### config.mk
export PLATFORM = sky130hd
export DESIGN_NAME = clock_divider_multi
export DESIGN_NICKNAME = d
export VERILOG_FILES = /design/src/rtl/clock_divider_pkg.sv /design/src/rtl/clock_divider_channel.sv /design/src/rtl/clock_divider_multi.sv
export SDC_FILE = /design/constraint.sdc
export NUM_CORES = 1
export LEC_CHECK = 0
export CORE_AREA = 2 2 192 137
export DETAILED_ROUTE_END_ITERATION = 10
export DIE_AREA = 0 0 194 139
export PLACE_DENSITY = 0.89
export SYNTH_ARGS = -nofsm -noshare
export SYNTH_HDL_FRONTEND = slang
export SYNTH_HIERARCHICAL = 1
export SYNTH_SLANG_ARGS = --single-unit
### constraint.sdc
create_clock -name clock -period 4.8 [get_ports clock]
set_input_delay 0.96 -clock clock [delete_from_list [all_inputs] [get_ports clock]]
set_output_delay 0.96 -clock clock [all_outputs]
set_load 0.05 [all_outputs]
### src/rtl/clock_divider_pkg.sv
// Shared mode encodings, reset divide value and shadow-register layout for the divider.
// No logic of its own.
package clock_divider_pkg;

    localparam logic MODE_TOGGLE = 1'b0;
    localparam logic MODE_PULSE  = 1'b1;

    localparam int DIV_W = 28;
    localparam logic [DIV_W-1:0] DEFAULT_DIV = 28'd24_999_999;

    typedef struct packed {
        logic [DIV_W-1:0] div;
        logic             mode;
        logic             pending;
    } shadow_t;

endpackage

### src/rtl/clock_divider_channel.sv
// One divider channel: counter, live/shadow divide registers, registered level/tick outputs.
// Outputs change one cycle after terminal count; a new config waits in the shadow until applied.
module clock_divider_channel
    import clock_divider_pkg::*;
#(
    parameter int               CNT_W    = 28,
    parameter logic [CNT_W-1:0] INIT_DIV = '0
) (
    input  logic             clock,
    input  logic             reset,
    input  logic             enable,
    input  logic             sync,
    input  logic             wr,
    input  logic [CNT_W-1:0] wr_div,
    input  logic             wr_mode,
    output logic             pending,
    output logic             level,
    output logic             tick
);

    logic [CNT_W-1:0] cnt;
    logic [CNT_W-1:0] div;
    logic             mode;
    shadow_t          shadow;
    logic             tc;

    assign tc      = enable && (cnt == div);
    assign pending = shadow.pending;

    always_ff @(posedge clock) begin
        if (reset) begin
            cnt    <= '0;
            div    <= INIT_DIV;
            mode   <= MODE_TOGGLE;
            level  <= 1'b1;
            tick   <= 1'b0;
            shadow <= '0;
        end else begin
            if (sync) begin
                cnt   <= '0;
                level <= 1'b1;
                tick  <= 1'b0;
                if (shadow.pending) begin
                    div  <= CNT_W'(shadow.div);
                    mode <= shadow.mode;
                end
            end else if (!enable) begin
                tick <= 1'b0;
                if (shadow.pending) begin
                    cnt  <= '0;
                    div  <= CNT_W'(shadow.div);
                    mode <= shadow.mode;
                end
            end else if (tc) begin
                cnt <= '0;
                // The TC event itself is rendered in the mode that was live when it occurred.
                if (mode == MODE_PULSE) begin
                    tick <= 1'b1;
                end else begin
                    tick  <= 1'b0;
                    level <= !level;
                end
                if (shadow.pending) begin
                    div  <= CNT_W'(shadow.div);
                    mode <= shadow.mode;
                end
            end else begin
                cnt  <= cnt + 1'b1;
                tick <= 1'b0;
            end

            // A write is only accepted while nothing is pending, so it never races an apply.
            if (wr) begin
                shadow <= '{div: DIV_W'(wr_div), mode: wr_mode, pending: 1'b1};
            end else if (sync || !enable || tc) begin
                shadow.pending <= 1'b0;
            end
        end
    end

endmodule

### src/rtl/clock_divider_multi.sv
// NUM_CH programmable clock dividers with a shared valid/ready config port.
// cfg_ready drops only for a channel whose previous write has not yet been applied.
module clock_divider_multi
    import clock_divider_pkg::*;
#(
    parameter int               NUM_CH      = 4,
    parameter int               CNT_W       = 28,
    parameter logic [CNT_W-1:0] DEFAULT_DIV = CNT_W'(clock_divider_pkg::DEFAULT_DIV),
    parameter int               CH_W        = (NUM_CH > 1) ? $clog2(NUM_CH) : 1
) (
    input  logic              clock,
    input  logic              reset,
    input  logic [NUM_CH-1:0] enable,
    input  logic              sync,
    input  logic              cfg_valid,
    output logic              cfg_ready,
    input  logic [CH_W-1:0]   cfg_ch,
    input  logic [CNT_W-1:0]  cfg_div,
    input  logic              cfg_mode,
    output logic [NUM_CH-1:0] out_level,
    output logic [NUM_CH-1:0] out_tick
);

    logic [NUM_CH-1:0] pending;
    logic [NUM_CH-1:0] wr;

    // Out-of-range channel selects fall through with ready high and are silently dropped.
    always_comb begin
        cfg_ready = 1'b1;
        for (int i = 0; i < NUM_CH; i++) begin
            if (cfg_ch == CH_W'(i)) begin
                cfg_ready = !pending[i];
            end
        end
    end

    for (genvar g = 0; g < NUM_CH; g++) begin : g_ch
        assign wr[g] = cfg_valid && cfg_ready && (cfg_ch == CH_W'(g));

        clock_divider_channel #(
            .CNT_W    (CNT_W),
            .INIT_DIV (DEFAULT_DIV)
        ) u_ch (
            .clock   (clock),
            .reset   (reset),
            .enable  (enable[g]),
            .sync    (sync),
            .wr      (wr[g]),
            .wr_div  (cfg_div),
            .wr_mode (cfg_mode),
            .pending (pending[g]),
            .level   (out_level[g]),
            .tick    (out_tick[g])
        );
    end

endmodule

### Word-level counts from Yosys, hierarchy flattened

Index checks and enable logic that the tools add are counted.

* input bits: 39
* output and inout bits: 9
* register bits: 356
* word-level logic and storage cells: 166

* add/sub/neg operators: 4
* reduce and logical (&&, ||, !) cells: 47
* equality and inequality tests: 11
* bitwise logic cells: 12
* mux-type cells: 60

Operators by type and width (count)
* $mux 28: 28
* $add 28x1->28 const B: 4
* $eq 28x28->1: 4
* $mux 1: 32
* $reduce_bool 2->1: 8
* $reduce_or 4->1: 4
* $logic_not 1->1: 12
* $ne 3x1->1 const B: 4
* $not 1->1: 12
* $reduce_and 3->1: 4
* $logic_and 1x1->1: 9
* $logic_or 1x1->1: 8
* $eq 2x2->1 const B: 2
* $eq 2x1->1 const B: 1
* $logic_not 2->1: 1
* $reduce_or 2->1: 1

### Depth between registers and ports, before layout

* depth in word-level cells: 8
* gate-level depth with buffers: 8
* gate-level depth less buffers: 7

### Cells and area by module

The synthesis kept the hierarchy.

Modules (own cells, without submodules)
* clock_divider_channel: instances 4, cells an instance 454, area each 4083.9 um^2, sequential area each 1781.7 um^2
* clock_divider_multi: instances 1, cells an instance 7, area each 61.3 um^2, sequential area each 0.0 um^2

### Worst setup path after synthesis

No wires, ideal clock.

* kind: input port to output port
* from: input port cfg_ch[0]
* to: output port cfg_ready
* required time: 3.840 ns
* slack: 2.093 ns
* arrival time: 1.747 ns
* path buffers: 0
* stages on the path: 2
* cells stage by stage: mux4_2 inv_1

* longest elaborated chain between the ends: 5
* elaborated cells between the ends (all ways): 8
* those cells by class: eq/ne (3); mux (4); reduce/logical (1)

RTL lines
* from (decl): line clock_divider_multi.sv:17 `input logic [CH_W-1:0] cfg_ch,`
* $logic_not 2->1: line clock_divider_multi.sv:31 `if (cfg_ch == CH_W'(i)) begin`
* $mux 1 (3 in series): line clock_divider_multi.sv:31
* $mux 1 (*): line clock_divider_multi.sv:31
* to (decl): line clock_divider_multi.sv:16 `output logic cfg_ready,`

Every way passes the cells marked *; elsewhere a longest branch is shown, timed or not.

### Worst setup path in the final report

Same ends and word-level chain as after synthesis.

==> metrics.yaml <==
status: "finished, final reports clean"
post-place-ws_ps: 738
track_usage_pct: 28.4
syn_to_final_growth_pct: 9.47
crit_type: "primary input to output pin"
worst-slew-pin-transition_ps: 962
io-pin-count: 48
cp_cell_sequence: "clkdlybuf4s50_1, mux4_2, inv_1, clkdlybuf4s50_1"
placedCellCount: 2116
crit_path_end_kind: "output pin"
internal-power_mw: 4.60
synth_area_leaders: "dfxtp_1 (43%), mux2i_1 (14%), nor2_1 (6.8%)"
post_cts_resize_count: 0
vdd_drop_max_mv: 0.352
swShare_pct: 23.0
dr.pass1.iters: 5
setup_tns_ps: 0
critPathRequiredTime_ps: 3840
grt_overflow: 0
final_util_pct: 71.1
cts_tree: "done"
synth_fp_nets: 1866
crit_arrival_ps: 3100
clkSinkCount: 356
hold_ws_ps: 456
n_antenna_cell: 0
critPathMaxFanout: 5
yosys.area.top_type_share_pct: 43.5
cp_num_buf_inv: 3
cpLargestDelayFamily: "buffers and inverters"
grt_pass1_vias: 12387
dpl_cell_area_um2: 16900
finalClockSkew_ps: 11.5
cts_buffers: 31
fmax_mhz: 246
finalCritPeriodShare_pct: 84.6
drv_slew: 0
fill_cells: 1801
grt_pass1_wl_mm: 63.0
pwr-share-clk_pct: 42.4
layout_setup_ws_ps: 738
ys.warnings.count: 6
port_buffers: 47
yosysTopAreaCell: "dfxtp_1"
power.leakage_nw: 6.10
routabilityCongestion: 0.873
maxCapViolCount: 0
cts_setup_buffers: 0
die_height_um: 139
hold_buffers: 0
hold_class: "register to register"
crit_top_cell: "clkdlybuf4s50_1"
final-setup-viol-count: 0
root_buffer: "clkbuf_16"
post_drt_wl_per_cell_um: 18.3
switchingPower_mw: 1.37
antenna_found_initial: 0
drive_gt1_share_pct: 5.87
rows: 49
cp_slowest_stage_delay_ps: 840
ant_nets: 0
ys_seq_area_share_pct: 43.5
coreArea_um2: 25300
layout_commonest_cell: "dfxtp_1"
grt_max_degree: 150
crit_slowest_cell: "clkdlybuf4s50_1"
comb_power_share_pct: 6.4
htreeDepth: 1
worst_skew_pair.late_latency_ps: 560
syn_inst: 1823
cp-start-kind: "primary input"
start_util_pct: 64.9
p_seq_share_pct: 51.2
place_hpwl_mm: 26.6
fin_nets: 1861
drc: 0
design_area_um2: 17900
chipWidth_um: 194
hold_violations: 0
synth_seq_cells: 356
avgViaCountPerCell: 6.03
drt_iter0_markers: 1180
p_total_mw: 5.97
yosysUniqueCellTypes: 49
period_minus_slack_ps: 4060
vias: 13099
relSlewSlack_pct: 35.9
syn_area_per_cell_um2: 8.99
cts.reportedPaths.clkPinSlew_ps: 70
clock_path_buffers: 3
wl_mm: 39.7
final-instance-count-excl-fill: 2171
rsz0062_at_grt: "false"
dieArea_um2: 27000
final_cell_mix: "dfxtp_1 (356), nor2_1 (296), mux2i_1 (236)"
power.density_nw_per_um2: 332
synth_area_um2: 16400
area by class of cell:
class / instances / area [µm²] / share of cell area, %
clock buffer: 41 / 873 / 4.87
clock inverter: 14 / 149 / 0.830
inverter: 45 / 169 / 0.941
multi-input combinational: 1326 / 8650 / 48.2
sequential: 356 / 7130 / 39.7
tap: 331 / 414 / 2.31
timing repair buffer: 58 / 571 / 3.18
power groups by stage:
stage / Clock, mW / Sequential (mW) / Combinational [mW]
4_1_cts: 2.55 / 3.05 / 0.376
6_report: 2.53 / 3.05 / 0.383
3_5_place_dp: 0 / 3.12 / 0.371
5_1_grt: 2.68 / 3.06 / 0.410
2_1_floorplan: 0 / 3.11 / 0.258
3_3_place_gp: 0 / 3.12 / 0.357
worst paths after layout:
| kind | slack (ps) | startpoint | cells past startpoint | end |
|---|---|---|---|---|
| min | 460 | g_ch[0].u_ch/mode | 2 | g_ch[0].u_ch/tick |
| min reg2reg | 460 | g_ch[0].u_ch/mode | 2 | g_ch[0].u_ch/tick |
| max reg2reg | 2020 | g_ch[0].u_ch/cnt[3] | 6 | g_ch[0].u_ch/div[13] |
| max | 740 | cfg_ch[0] | 4 | cfg_ready |
synthesized netlist by cell type, drive strengths merged:
library cell,instances
mux4,1
inv,45
clkbuf,64
ha,4
a21oi,48
a21o,12
nand4,36
a31oi,4
o211a,4
nor3b,9
and4,4
or4b,4
xnor2,56
and2,4
nor4b,1
nand2b,96
a22oi,4
nor4bb,1
or3,60
nand3,72
nand2,105
or2,12
o21ai,68
a21boi,4
buf,32
mux2i,236
xor2,68
or4,4
and3,20
nor4,12
o211ai,4
nor2,296
nor3,25
a22o,4
o311ai,20
mux2,4
a221o,8
a41oi,4
o21a,12
dfxtp,356
layer usage:
metal	track usage (%)	up-vias	wire length, µm
li1	-	6247	-
met1	38.9	6321	17100
met2	45.7	445	18000
met3	4.79	86	3130
met4	9.93	0	1440
met5	0	-	0
flip-flops by register name, indices dropped and copies added (netlist names):
signal / flops
g_ch.u_ch/tick: 4
g_ch.u_ch/shadow: 116
g_ch.u_ch/cnt: 112
g_ch.u_ch/level: 4
g_ch.u_ch/div: 112
g_ch.u_ch/mode: 4
g_ch.u_ch/pending: 4
tightest hold or removal path, stage by stage (launching register included):
cell	delay [ps]
dfxtp_1	330
nand2_1	60
nor2_1	30
cells by family after synthesis:
| family | Yosys count | synth area share, % |
|---|---|---|
| compound gates | 196 | 8.00 |
| xor+xnor | 124 | 6.62 |
| fa+ha+maj | 4 | 0.305 |
| buf+inv | 141 | 4.11 |
| flops | 356 | 43.5 |
| mux | 241 | 14.8 |
| simple gates | 761 | 22.7 |
Power figures use the tool's default switching activity.
